$ cat src/rtl/bp_lce_flow_ctrl_if.sv
// rtl/bp_lce_flow_ctrl_if.sv - cache request / LCE handshake bundle for the LCE flow-control unit
interface bp_lce_flow_ctrl_if #(
    parameter int credits_p = 8
);
    localparam int credit_width_lp = $clog2(credits_p + 1);

    logic                       cache_req_v_i;
    logic                       cache_req_v_o;
    logic                       req_ready_i;
    logic                       cmd_ready_i;
    logic                       lce_req_v_i;
    logic                       lce_req_yumi_i;
    logic                       cache_req_complete_i;
    logic                       uc_store_req_complete_i;
    logic                       data_mem_pkt_v_i;
    logic                       data_mem_pkt_yumi_i;
    logic                       tag_mem_pkt_v_i;
    logic                       tag_mem_pkt_yumi_i;
    logic                       stat_mem_pkt_v_i;
    logic                       stat_mem_pkt_yumi_i;
    logic [credit_width_lp-1:0] credit_count_o;
    logic                       credits_full_o;
    logic                       credits_empty_o;
    logic                       timeout_o;
    logic                       cache_req_busy_o;

    modport slave (
        input  cache_req_v_i, req_ready_i, cmd_ready_i,
        input  lce_req_v_i, lce_req_yumi_i,
        input  cache_req_complete_i, uc_store_req_complete_i,
        input  data_mem_pkt_v_i, data_mem_pkt_yumi_i,
        input  tag_mem_pkt_v_i, tag_mem_pkt_yumi_i,
        input  stat_mem_pkt_v_i, stat_mem_pkt_yumi_i,
        output cache_req_v_o, credit_count_o, credits_full_o, credits_empty_o,
        output timeout_o, cache_req_busy_o
    );

    modport master (
        output cache_req_v_i, req_ready_i, cmd_ready_i,
        output lce_req_v_i, lce_req_yumi_i,
        output cache_req_complete_i, uc_store_req_complete_i,
        output data_mem_pkt_v_i, data_mem_pkt_yumi_i,
        output tag_mem_pkt_v_i, tag_mem_pkt_yumi_i,
        output stat_mem_pkt_v_i, stat_mem_pkt_yumi_i,
        input  cache_req_v_o, credit_count_o, credits_full_o, credits_empty_o,
        input  timeout_o, cache_req_busy_o
    );
endinterface

$ cat src/rtl/bp_lce_flow_ctrl.sv
// rtl/bp_lce_flow_ctrl.sv - LCE credit/timeout back-pressure and cache request valid gating
module bp_lce_flow_ctrl #(
    parameter int credits_p           = 8,
    parameter int timeout_max_limit_p = 4
) (
    input logic               clk_i,
    input logic               reset_i,
    bp_lce_flow_ctrl_if.slave lce
);
    localparam int credit_width_lp  = $clog2(credits_p + 1);
    localparam int timeout_width_lp = $clog2(timeout_max_limit_p + 1);
    localparam int sum_width_lp     = credit_width_lp + 2;

    localparam logic [credit_width_lp-1:0]         credits_max_lp   = credit_width_lp'(credits_p);
    localparam logic [timeout_width_lp-1:0]        timeout_max_lp   = timeout_width_lp'(timeout_max_limit_p);
    localparam logic signed [sum_width_lp-1:0]     credits_limit_lp = sum_width_lp'(credits_p);

    logic [credit_width_lp-1:0]     credit_count_r;
    logic [credit_width_lp-1:0]     credit_count_n;
    logic [timeout_width_lp-1:0]    timeout_count_r;
    logic [timeout_width_lp-1:0]    timeout_count_n;
    logic                           blocked;
    logic                           credit_consume;
    logic signed [sum_width_lp-1:0] credit_sum;
    logic                           credit_overflow;
    logic                           credit_underflow;
    logic                           busy;

    always_comb begin
        blocked = (lce.data_mem_pkt_v_i & ~lce.data_mem_pkt_yumi_i)
                | (lce.tag_mem_pkt_v_i  & ~lce.tag_mem_pkt_yumi_i)
                | (lce.stat_mem_pkt_v_i & ~lce.stat_mem_pkt_yumi_i);
        credit_consume = lce.lce_req_v_i & lce.lce_req_yumi_i;
    end

    // Net credit change is evaluated in a wider signed domain so both clamps are visible.
    always_comb begin
        credit_sum = $signed({2'b00, credit_count_r})
                   + $signed(sum_width_lp'(credit_consume))
                   - $signed(sum_width_lp'(lce.cache_req_complete_i))
                   - $signed(sum_width_lp'(lce.uc_store_req_complete_i));
        credit_overflow  = (credit_sum > credits_limit_lp);
        credit_underflow = credit_sum[sum_width_lp-1];
        if (credit_overflow) begin
            credit_count_n = credits_max_lp;
        end else if (credit_underflow) begin
            credit_count_n = '0;
        end else begin
            credit_count_n = credit_sum[credit_width_lp-1:0];
        end
    end

    always_comb begin
        timeout_count_n = '0;
        if (blocked) begin
            timeout_count_n = (timeout_count_r == timeout_max_lp)
                            ? timeout_max_lp
                            : timeout_count_r + timeout_width_lp'(1);
        end
    end

    always_ff @(posedge clk_i or posedge reset_i) begin
        if (reset_i) begin
            credit_count_r  <= '0;
            timeout_count_r <= '0;
        end else begin
            credit_count_r  <= credit_count_n;
            timeout_count_r <= timeout_count_n;
        end
    end

    always_comb begin
        busy = (credit_count_r == credits_max_lp)
             | (timeout_count_r == timeout_max_lp)
             | ~lce.cmd_ready_i
             | ~lce.req_ready_i;
    end

    assign lce.credit_count_o   = credit_count_r;
    assign lce.credits_full_o   = (credit_count_r == credits_max_lp);
    assign lce.credits_empty_o  = (credit_count_r == '0);
    assign lce.timeout_o        = (timeout_count_r == timeout_max_lp);
    assign lce.cache_req_busy_o = busy;
    assign lce.cache_req_v_o    = lce.cache_req_v_i & ~busy;

`ifndef SYNTHESIS
    always @(posedge clk_i) begin
        if (!reset_i) begin
            assert (!credit_overflow) else $error("bp_lce_flow_ctrl: credit counter overflow");
            assert (!credit_underflow) else $error("bp_lce_flow_ctrl: credit counter underflow");
        end
    end
`endif
endmodule

$ cat src/flat_wrapper.sv
// flat-port wrapper written by rule: the top's interface ports become plain ports
module bp_lce_flow_ctrl_flat 
#(
    parameter int credits_p           = 8,
    parameter int timeout_max_limit_p = 4
)
  (clk_i, reset_i, lce_cache_req_v_i, lce_req_ready_i, lce_cmd_ready_i, lce_lce_req_v_i, lce_lce_req_yumi_i, lce_cache_req_complete_i, lce_uc_store_req_complete_i, lce_data_mem_pkt_v_i, lce_data_mem_pkt_yumi_i, lce_tag_mem_pkt_v_i, lce_tag_mem_pkt_yumi_i, lce_stat_mem_pkt_v_i, lce_stat_mem_pkt_yumi_i, lce_cache_req_v_o, lce_credit_count_o, lce_credits_full_o, lce_credits_empty_o, lce_timeout_o, lce_cache_req_busy_o);
  bp_lce_flow_ctrl_if #(.credits_p(credits_p)) lce_i ();
  input logic clk_i;
  input logic reset_i;
  input wire logic [$bits(lce_i.cache_req_v_i)-1:0] lce_cache_req_v_i;
  input wire logic [$bits(lce_i.req_ready_i)-1:0] lce_req_ready_i;
  input wire logic [$bits(lce_i.cmd_ready_i)-1:0] lce_cmd_ready_i;
  input wire logic [$bits(lce_i.lce_req_v_i)-1:0] lce_lce_req_v_i;
  input wire logic [$bits(lce_i.lce_req_yumi_i)-1:0] lce_lce_req_yumi_i;
  input wire logic [$bits(lce_i.cache_req_complete_i)-1:0] lce_cache_req_complete_i;
  input wire logic [$bits(lce_i.uc_store_req_complete_i)-1:0] lce_uc_store_req_complete_i;
  input wire logic [$bits(lce_i.data_mem_pkt_v_i)-1:0] lce_data_mem_pkt_v_i;
  input wire logic [$bits(lce_i.data_mem_pkt_yumi_i)-1:0] lce_data_mem_pkt_yumi_i;
  input wire logic [$bits(lce_i.tag_mem_pkt_v_i)-1:0] lce_tag_mem_pkt_v_i;
  input wire logic [$bits(lce_i.tag_mem_pkt_yumi_i)-1:0] lce_tag_mem_pkt_yumi_i;
  input wire logic [$bits(lce_i.stat_mem_pkt_v_i)-1:0] lce_stat_mem_pkt_v_i;
  input wire logic [$bits(lce_i.stat_mem_pkt_yumi_i)-1:0] lce_stat_mem_pkt_yumi_i;
  output wire logic [$bits(lce_i.cache_req_v_o)-1:0] lce_cache_req_v_o;
  output wire logic [$bits(lce_i.credit_count_o)-1:0] lce_credit_count_o;
  output wire logic [$bits(lce_i.credits_full_o)-1:0] lce_credits_full_o;
  output wire logic [$bits(lce_i.credits_empty_o)-1:0] lce_credits_empty_o;
  output wire logic [$bits(lce_i.timeout_o)-1:0] lce_timeout_o;
  output wire logic [$bits(lce_i.cache_req_busy_o)-1:0] lce_cache_req_busy_o;
  assign lce_i.cache_req_v_i = lce_cache_req_v_i;
  assign lce_i.req_ready_i = lce_req_ready_i;
  assign lce_i.cmd_ready_i = lce_cmd_ready_i;
  assign lce_i.lce_req_v_i = lce_lce_req_v_i;
  assign lce_i.lce_req_yumi_i = lce_lce_req_yumi_i;
  assign lce_i.cache_req_complete_i = lce_cache_req_complete_i;
  assign lce_i.uc_store_req_complete_i = lce_uc_store_req_complete_i;
  assign lce_i.data_mem_pkt_v_i = lce_data_mem_pkt_v_i;
  assign lce_i.data_mem_pkt_yumi_i = lce_data_mem_pkt_yumi_i;
  assign lce_i.tag_mem_pkt_v_i = lce_tag_mem_pkt_v_i;
  assign lce_i.tag_mem_pkt_yumi_i = lce_tag_mem_pkt_yumi_i;
  assign lce_i.stat_mem_pkt_v_i = lce_stat_mem_pkt_v_i;
  assign lce_i.stat_mem_pkt_yumi_i = lce_stat_mem_pkt_yumi_i;
  assign lce_cache_req_v_o = lce_i.cache_req_v_o;
  assign lce_credit_count_o = lce_i.credit_count_o;
  assign lce_credits_full_o = lce_i.credits_full_o;
  assign lce_credits_empty_o = lce_i.credits_empty_o;
  assign lce_timeout_o = lce_i.timeout_o;
  assign lce_cache_req_busy_o = lce_i.cache_req_busy_o;
  bp_lce_flow_ctrl #(.credits_p(credits_p), .timeout_max_limit_p(timeout_max_limit_p)) u_core (.clk_i(clk_i), .reset_i(reset_i), .lce(lce_i));
endmodule
$ cat config.mk
export PLATFORM = sky130hd
export DESIGN_NAME = bp_lce_flow_ctrl_flat
export DESIGN_NICKNAME = d
export VERILOG_FILES = /design/src/rtl/bp_lce_flow_ctrl_if.sv /design/src/rtl/bp_lce_flow_ctrl.sv /design/src/flat_wrapper.sv
export SDC_FILE = /design/constraint.sdc
export NUM_CORES = 1
export LEC_CHECK = 0
export CAP_MARGIN = 20
export CORE_MARGIN = 2
export CORE_UTILIZATION = 45
export DETAILED_ROUTE_END_ITERATION = 10
export PLACE_DENSITY = 0.92
export SLEW_MARGIN = 25
export SYNTH_ARGS = -nofsm -noshare
export SYNTH_HDL_FRONTEND = slang
export SYNTH_SLANG_ARGS = --single-unit
$ cat constraint.sdc
create_clock -name clk_i -period 5 [get_ports clk_i]
set_clock_uncertainty 0.05 [all_clocks]
set_input_delay 0.5 -clock clk_i [delete_from_list [all_inputs] [get_ports clk_i]]
set_output_delay 0.5 -clock clk_i [all_outputs]
set_load 0.01 [all_outputs]
==> tab_implementation.tex, run 1 <==
\begin{tabular}{lr}
\hline
Metric & Value \\
\hline
\multicolumn{2}{l}{\textbf{Setup path}} \\
\quad Data arrival time at the worst-slack endpoint & 2.07 ns \\
\quad Slowest Stage Delay on Critical Path & 0.53 ns \\
\quad Cell family with the largest share of critical-path delay & simple AND/OR/NAND/NOR gates \\
\quad Critical path capture point type & output pin \\
\quad CP required & 4.45 ns \\
\quad Biggest fanout along the worst timing path & 3 \\
\quad Critical setup path kind & flip-flop to output pin \\
\quad Critical path cell sequence & inv\_1 -> ha\_1 -> and2\_1 -> or3\_1 -> nor2\_1 -> clkdlybuf4s50\_1 \\
\quad Crit path launch type & flip-flop \\
\quad Crit path buffers/inverters & 2 \\
\quad Slowest cell on the critical path & clkdlybuf4s50\_1 \\
\multicolumn{2}{l}{\textbf{Global routing}} \\
\quad Global-route wire length before repair & around 2300 µm \\
\quad Initial antenna violation count & 0 \\
\quad Via count of the first global-routing pass & 574 \\
\quad Total grt overflow & 0 \\
\quad Overall routing resource usage & 0.213 \\
\quad Pin count of the biggest net entering global routing & 14 \\
\multicolumn{2}{l}{\textbf{CTS}} \\
\quad Clock Tree Buf Depth & 2 \\
\quad Clock Pin Slew Worst Setup and Hold Paths & about 0.05 ns \\
\quad Clk sinks & 7 \\
\quad Depth of the CTS H-tree & 1 \\
\quad Number of buffers inserted by post-CTS setup repair & 0 \\
\quad CTS Hold Buffers Added & 0 \\
\quad Worst skew pair latency & between 0.2 and 0.25 ns \\
\quad Root cell of the clock tree & clkbuf\_4 \\
\quad Number of buffers created by CTS & 3 \\
\quad Quantity of gates resized following cts & 0 \\
\quad TritonCTS clock tree & built \\
\multicolumn{2}{l}{\textbf{Die}} \\
\quad Die outline area & 1650 µm² \\
\quad Horizontal die dimension & $\sim$41 µm \\
\quad Floorplan core area & between 1000 and 1500 µm² \\
\quad Initial Util & 0.474 \\
\quad Count of pins on the block boundary & 24 \\
\quad Row Count & 13 \\
\quad Y dimension of the die & 40.6 µm \\
\multicolumn{2}{l}{\textbf{STA}} \\
\quad Setup Viol. Count Final & 0 \\
\quad Aggregate negative setup slack & 0 ns \\
\quad Slew at the pin closest to its max-slew limit & between 0.5 and 0.6 ns \\
\quad Unrepaired setup endpoints after global routing & no \\
\quad Maximum frequency from static timing analysis & roughly 380 MHz \\
\quad Headroom to the max-slew limit & 0.655 \\
\quad Final Max Slew Viols & 0 \\
\quad Final-report hold violation count & 0 \\
\quad Min Clock Period, post-route & approximately 2.6 ns \\
\quad Part of the cycle the worst path needs & 0.525 \\
\multicolumn{2}{l}{\textbf{Power}} \\
\quad Worst IR Drop VDD & between 200 and 300 µV \\
\quad Cell internal power dissipation & roughly 0.25 mW \\
\quad Fraction of power consumed by combinational cells & 0.593 \\
\quad P per Cell Area & roughly 490 nW/µm² \\
\quad NetSw & 0.174 mW \\
\quad Switching fraction of total power & 0.410 \\
\quad Leakage power figure & roughly 0.38 nW \\
\quad Part of the total power dissipated in sequential elements & 0.289 \\
\quad Clock network fraction of design power & 0.118 \\
\quad Overall power after layout & between 0.4 and 0.5 mW \\
\multicolumn{2}{l}{\textbf{Logic synthesis}} \\
\quad Ranking of synthesized cells by area & dfrtp\_1, ha\_1, inv\_1, nand2\_1, fa\_1 \\
\quad Number of distinct library cell variants in the gate-level netlist after synthesis & 32 \\
\quad Part of the Yosys area used for sequential elements & 0.291 \\
\quad Most area-hungry cell type in the Yosys netlist & dfrtp\_1 \\
\quad Netlist area before placement & 602 µm² \\
\quad Total nets after synthesis & a little over 90 \\
\quad Average instance area after synthesis & 8.60 µm² \\
\quad Share of the synthesized area in the top cell type & 0.291 \\
\quad Post-Synthesis Cells & 70 \\
\quad Warnings, synthesis & 0 \\
\quad Number of synthesized register bits & 7 \\
\multicolumn{2}{l}{\textbf{Run}} \\
\quad Max-capacitance violation count & 0 \\
\multicolumn{2}{l}{\textbf{Layout}} \\
\quad Area growth from synthesis to final layout & 44.1\% \\
\quad Sequential cell area in the final layout & about 180 µm² \\
\quad Share of layout cells above drive strength 1 & 0.0842 \\
\quad Number of antenna cells inserted & 0 \\
\quad Final Net Count & $\sim$120 \\
\quad Area of the multi-input gates & 379 µm² \\
\quad Fill count & slightly below 100 \\
\multicolumn{2}{l}{\textbf{Place}} \\
\quad Dpl hpwl & 1170 µm \\
\quad RD Place Congestion & $\sim$0.85 \\
\quad Number of port buffers & 23 \\
\multicolumn{2}{l}{\textbf{Drt}} \\
\quad Remaining antenna violation count & 0 \\
\quad Initial DRC Count & 21 \\
\quad DRC violations left & 0 \\
\quad Vias per Instance & roughly 5.6 \\
\quad Detailed-routing iteration count for the pre-antenna-repair pass & 4 \\
\quad Wire length after detailed routing & approximately 1500 µm \\
\quad Routed length per placed instance & approximately 13 µm \\
\quad Number of vias after detailed routing & just over 600 \\
\multicolumn{2}{l}{\textbf{Status}} \\
\quad Result of the run & finished clean \\
\multicolumn{2}{l}{\textbf{Hold path}} \\
\quad Worst hold path type & input port to async pin \\
\hline
\end{tabular}
## path summary, 6_finish.rpt
| path | from | to | slack (ns) | depth (start not counted) |
|---|---|---|---|---|
| worst max-delay path | u_core.timeout_count_r[0] | lce_cache_req_v_o | 2.38 | 6 |
| worst min-delay path | reset_i | u_core.timeout_count_r[2] | 0.43 | 2 |
| worst max register to register | u_core.lce.credit_count_o[0] | u_core.lce.credit_count_o[0] | 2.71 | 8 |
| worst min register to register | u_core.timeout_count_r[0] | u_core.timeout_count_r[0] | 0.44 | 1 |
| max in group asynchronous | reset_i | u_core.lce.credit_count_o[0] | 4.27 | 2 |
| min in group clk_i | u_core.timeout_count_r[0] | u_core.timeout_count_r[0] | 0.44 | 1 |
## stage by stage
stage / instance area, µm² / std cells / setup slack, ns / util / hold WS (ns)
2_1_floorplan: 602 / 70 / 2.67 / - / 0.253
3_3_place_gp: 841 / 106 / 2.21 / 0.663 / 0.412
3_5_place_dp: 841 / 106 / 2.16 / 0.663 / 0.424
4_1_cts: 867 / 110 / 2.37 / 0.683 / 0.427
5_1_grt: 867 / 110 / 2.24 / 0.683 / 0.463
6_report: 867 / 110 / 2.38 / 0.683 / 0.425
## power groups by stage
stage	Clock (mW)	Combinational [mW]	Sequential (mW)
final	0.0498	0.251	0.123
after global routing	0.0553	0.275	0.126
after CTS	0.0511	0.253	0.121
after detailed placement	0	0.250	0.122
after global placement	0	0.240	0.119
after floorplan	0	0.172	0.103
## state kept, by name, indices dropped and copies added (netlist names)
signal                     count
u_core.lce.credit_count_o      4
u_core.timeout_count_r         3
## cell usage in the layout, fill, tap and decap left out, drive strengths merged
cell and count:
dfrtp 7, o211ai 2, nand2b 1, nor3b 2
nand3 1, clkdlybuf4s50 23, nor3 4, nor2b 3
ha 5, mux2 1, or2b 1, o21ai 4
clkbuf 4, nor4b 1, inv 10, o32a 1
xnor2 2, mux2i 1, xor2 1, nand2 6
nor2 4, a21o 1, or3 1, fa 1
or4 2, a31oi 1, nor4 1, a21oi 1
a222oi 1, and2 2
## synthesized netlist by cell type, drive strengths merged
master,instances
and2,2
ha,5
or4,2
a21oi,1
nand2,6
xnor2,2
inv,10
a31oi,1
buf,2
o21ai,4
o32a,1
xor2,1
or3,1
mux2i,1
o211ai,2
nor2b,3
mux2,1
or2b,1
nor4,1
nand2b,1
fa,1
nor4b,1
dfrtp,7
a21o,1
nor3b,2
nand3,1
a222oi,1
nor2,4
nor3,4
## logic make-up after synthesis
group | share of synthesized area
compound gates | 0.123
simple gates | 0.291
fa+ha+maj | 0.137
flops | 0.291
xor+xnor | 0.0437
mux | 0.0353
buf+inv | 0.0790
## layout make-up
class                      instances  area share
multi-input combinational         51       0.437
timing repair buffer              23       0.266
inverter                          10      0.0433
tap                               15      0.0216
clock buffer                       4      0.0303
sequential                         7       0.202
## worst register-to-register path: cells and delay by family (launching register included)
kind | cells | cell delay [ns]
flops | 1 | 0.43
fa+ha+maj | 3 | 0.86
simple gates | 2 | 0.56
compound gates | 1 | 0.13
buf+inv | 2 | 0.14
## routing by layer
metal | global-route usage | vias to the layer above | part of all wire
met3 | 0.0500 | 6 | 0.058
met4 | 0.0833 | 0 | 0.015
li1 | - | 293 | -
met5 | 0 | - | 0
met2 | 0.365 | 32 | 0.53
met1 | 0.253 | 288 | 0.40
No activity file was read; power rests on OpenSTA's default activity.
==> run 2, diff against run 1 <==
--- a/config.mk
+++ b/config.mk
@@ -7,9 +7,9 @@
 export LEC_CHECK = 0
 export CAP_MARGIN = 20
 export CORE_MARGIN = 2
-export CORE_UTILIZATION = 45
+export CORE_UTILIZATION = 37
 export DETAILED_ROUTE_END_ITERATION = 10
-export PLACE_DENSITY = 0.92
+export PLACE_DENSITY = 0.82
 export SLEW_MARGIN = 25
 export SYNTH_ARGS = -nofsm -noshare
 export SYNTH_HDL_FRONTEND = slang
==> constraint.sdc (replaced) <==
create_clock -name clk_i -period 2.4 [get_ports clk_i]
set_clock_uncertainty 0.05 [all_clocks]
set_input_delay 0.24 -clock clk_i [delete_from_list [all_inputs] [get_ports clk_i]]
set_output_delay 0.24 -clock clk_i [all_outputs]
set_load 0.01 [all_outputs]
==> run 2 against run 1 <==
Final area increased by 5.2%. Register-to-register slack got worse by 2.5 ns. Combinational power increased by 140%. Largest power group unchanged.
==> tab_implementation.tex, run 2 (synthesized netlist as in run 1, its figures left out) <==
\begin{tabular}{lr}
\hline
Metric & Value \\
\hline
\multicolumn{2}{l}{\textbf{Setup path}} \\
\quad Critical path capture point type & flip-flop (was output pin) \\
\quad Beginning of the worst register-to-register path & u\_core.lce.credit\_count\_o[0] (unchanged) \\
\quad Critical path cell sequence & clkdlybuf4s50\_1 -> and2\_1 -> ha\_1 -> inv\_1 -> fa\_1 -> ha\_1 -> inv\_2 -> mux2\_2 -> o21ai\_1 -> a21o\_1 (was inv\_1 -> ha\_1 -> and2\_1 -> or3\_1 -> nor2\_1 -> clkdlybuf4s50\_1) \\
\quad Slowest Stage Delay on Critical Path & 0.41 ns (was 0.53 ns) \\
\quad Worst-case register-to-register setup slack & 0.26 ns (was 2.71 ns) \\
\quad Critical R2R Capture & u\_core.lce.credit\_count\_o[3] (was u\_core.lce.credit\_count\_o[0]) \\
\quad Crit path launch type & input port (was flip-flop) \\
\quad Biggest fanout along the worst timing path & 3 (unchanged) \\
\quad Data arrival time at the worst-slack endpoint & 2.43 ns (was 2.07 ns) \\
\quad CP required & 2.55 ns (was 4.45 ns) \\
\quad Cell mode on critical path & ha\_1 \\
\quad Critical setup path kind & input port to flip-flop (was flip-flop to output pin) \\
\quad Slowest cell on the critical path & fa\_1 (was clkdlybuf4s50\_1) \\
\quad FF-to-FF path depth & 8 (unchanged) \\
\multicolumn{2}{l}{\textbf{CTS}} \\
\quad Worst skew pair latency & 0.26 ns (was 0.24 ns) \\
\quad TritonCTS clock tree & built (unchanged) \\
\quad Depth of the CTS H-tree & 1 (unchanged) \\
\quad Root cell of the clock tree & clkbuf\_4 (unchanged) \\
\quad Number of buffers inserted by post-CTS setup repair & 0 (unchanged) \\
\quad Clock Tree Buf Depth & 2 (unchanged) \\
\quad Clock Pin Slew Worst Setup and Hold Paths & 0.06 ns (was 0.05 ns) \\
\quad Number of buffers created by CTS & 3 (unchanged) \\
\quad Clk sinks & 7 (unchanged) \\
\multicolumn{2}{l}{\textbf{Die}} \\
\quad Row Count & 14 (was 13) \\
\quad Floorplan core area & 1520 µm² (was 1270 µm²) \\
\quad Count of pins on the block boundary & 24 (unchanged) \\
\quad Die outline area & 1970 µm² (was 1650 µm²) \\
\quad Initial Util & 0.395 (was 0.474) \\
\quad Y dimension of the die & 44.3 µm (was 40.6 µm) \\
\quad Horizontal die dimension & 44.3 µm (was 40.6 µm) \\
\multicolumn{2}{l}{\textbf{Drt}} \\
\quad Wire length after detailed routing & 1340 µm (was 1460 µm) \\
\quad Number of vias after detailed routing & 587 (was 619) \\
\quad Routed length per placed instance & 11.4 µm (was 13.3 µm) \\
\quad Vias per Instance & 5.02 (was 5.63) \\
\quad Remaining antenna violation count & 0 (unchanged) \\
\quad Detailed-routing iteration count for the pre-antenna-repair pass & 4 (unchanged) \\
\quad DRC violations left & 0 (unchanged) \\
\quad Initial DRC Count & 13 (was 21) \\
\multicolumn{2}{l}{\textbf{Layout}} \\
\quad Commonest cells after routing, fill and taps aside & clkdlybuf4s50\_1, inv\_1, dfrtp\_1 (unchanged) \\
\quad Final non-filler cell total & 117 (was 110) \\
\quad Area growth from synthesis to final layout & 51.6\% (was 44.1\%) \\
\quad Fill count & 132 (was 99) \\
\quad Area of the multi-input gates & 379 µm² (unchanged) \\
\quad Final Net Count & 123 (was 117) \\
\quad Sequential cell area in the final layout & 175 µm² (unchanged) \\
\quad Share of layout cells above drive strength 1 & 0.139 (was 0.0842) \\
\quad Number of antenna cells inserted & 0 (unchanged) \\
\quad Flip-flop count of the largest register, all copies and words added & 4 (unchanged) \\
\quad Most common library cell in the layout ignoring fill and taps & clkdlybuf4s50\_1 (unchanged) \\
\multicolumn{2}{l}{\textbf{Global routing}} \\
\quad Global-route wire length before repair & 2340 µm (was 2320 µm) \\
\quad Via count of the first global-routing pass & 552 (was 574) \\
\quad Met2 routing resource usage after global routing & 0.271 (was 0.365) \\
\quad Global routing usage on met1 & 0.199 (was 0.253) \\
\quad Overall routing resource usage & 0.170 (was 0.213) \\
\quad Met3 Resource Use GR & 0.0612 (was 0.0500) \\
\quad Initial antenna violation count & 0 (unchanged) \\
\quad Busiest layer in global routing & met2 (unchanged) \\
\quad Total grt overflow & 0 (unchanged) \\
\quad Pin count of the biggest net entering global routing & 13 (was 14) \\
\multicolumn{2}{l}{\textbf{Power}} \\
\quad Overall power after layout & 0.930 mW (was 0.424 mW) \\
\quad Worst IR Drop VDD & 562 µV (was 294 µV) \\
\quad P per Cell Area & 1020 nW/µm² (was 489 nW/µm²) \\
\quad Leakage power figure & 0.413 nW (was 0.378 nW) \\
\multicolumn{2}{l}{\textbf{STA}} \\
\quad Final-report hold violation count & 0 (unchanged) \\
\quad Final Max Slew Viols & 0 (unchanged) \\
\quad Slew at the pin closest to its max-slew limit & 0.463 ns (was 0.517 ns) \\
\quad Part of the cycle the worst path needs & 0.950 \\
\quad Headroom to the max-slew limit & 0.691 (was 0.655) \\
\quad Setup Viol. Count Final & 0 (unchanged) \\
\quad Min Clock Period, post-route & roughly 2.3 ns \\
\quad Unrepaired setup endpoints after global routing & no (unchanged) \\
\quad Maximum frequency from static timing analysis & 439 MHz \\
\multicolumn{2}{l}{\textbf{Place}} \\
\quad Number of port buffers & 23 (unchanged) \\
\quad RD Place Congestion & 0.720 (was 0.853) \\
\quad Dpl hpwl & 1090 µm (was 1170 µm) \\
\quad Post-Place Cells & 113 (was 106) \\
\multicolumn{2}{l}{\textbf{Hold path}} \\
\quad Worst hold path type & input port to async pin (unchanged) \\
\multicolumn{2}{l}{\textbf{Run}} \\
\quad Max-capacitance violation count & 0 (unchanged) \\
\multicolumn{2}{l}{\textbf{Status}} \\
\quad Result of the run & finished clean (unchanged) \\
\hline
\end{tabular}
-- run 2: cell count changes in the layout (fill, tap and decap cells not counted) --
| cell | change |
|---|---|
| buf_4 | +6 |
| clkdlybuf4s50_1 | -1 |
| dlygate4sd2_1 | +1 |
-- run 2: power breakdown --
part,total (mW),internal (mW),switching (mW)
logic,0.598,0.334,0.264
clock network,0.111,0.0637,0.0470
registers,0.221,0.164,0.0566
total,0.930,0.562,0.368
-- run 2: worst max-delay path by stage --
stage                                 startpoint                            to  slack, ns  depth (start not counted)
finish                           lce_lce_req_v_i  u_core.lce.credit_count_o[3]       0.12                         10
global route                     lce_lce_req_v_i  u_core.lce.credit_count_o[3]       0.04                         10
CTS                              lce_lce_req_v_i  u_core.lce.credit_count_o[3]       0.12                         10
detailed placement               lce_lce_req_v_i  u_core.lce.credit_count_o[3]      -0.14                         10
global placement                 lce_lce_req_v_i  u_core.lce.credit_count_o[3]      -0.05                         10
floorplan           u_core.lce.credit_count_o[0]  u_core.lce.credit_count_o[3]       0.25                          8
-- run 2: metrics by stage --
stage          cell area, µm²  hold slack, ns  setup WS, ns   util  setup TNS [ns]
2_1_floorplan             602        -0.00660         0.251      -               0
3_3_place_gp              887           0.422       -0.0549  0.582          -0.104
3_5_place_dp              887           0.423        -0.138  0.582          -0.307
4_1_cts                   912           0.153         0.123  0.599               0
5_1_grt                   912           0.172        0.0433  0.599               0
6_report                  912           0.154         0.121  0.599               0
-- run 2: layout make-up --
class                   instances  share of cell area
multi-input cells              51               0.416
repair buffers                 29               0.300
flip-flops and latches          7               0.192
inverters                      10              0.0412
clock buffers                   4              0.0288
well taps                      16              0.0219
-- run 2: timing repair --
action	4_1_cts	5_1_grt
resized for setup	1	0
hold buffers	0	0
hold endpoints to repair	0	0
endpoints found under the setup margin	1	0
-- run 2: worst max-delay path: cells and delay by family --
family	cells	cell delay, ns
buffers and inverters	3	0.51
adder cells (fa/ha/maj)	3	0.92
AND/OR/NAND/NOR	1	0.15
AO/OA/AOI/OAI	2	0.28
multiplexers	1	0.33
-- run 2: layer usage --
metal	part of all wire	vias up
met4	0.014	0
met1	0.44	263
li1	-	304
met3	0.041	2
met5	0	-
met2	0.50	18
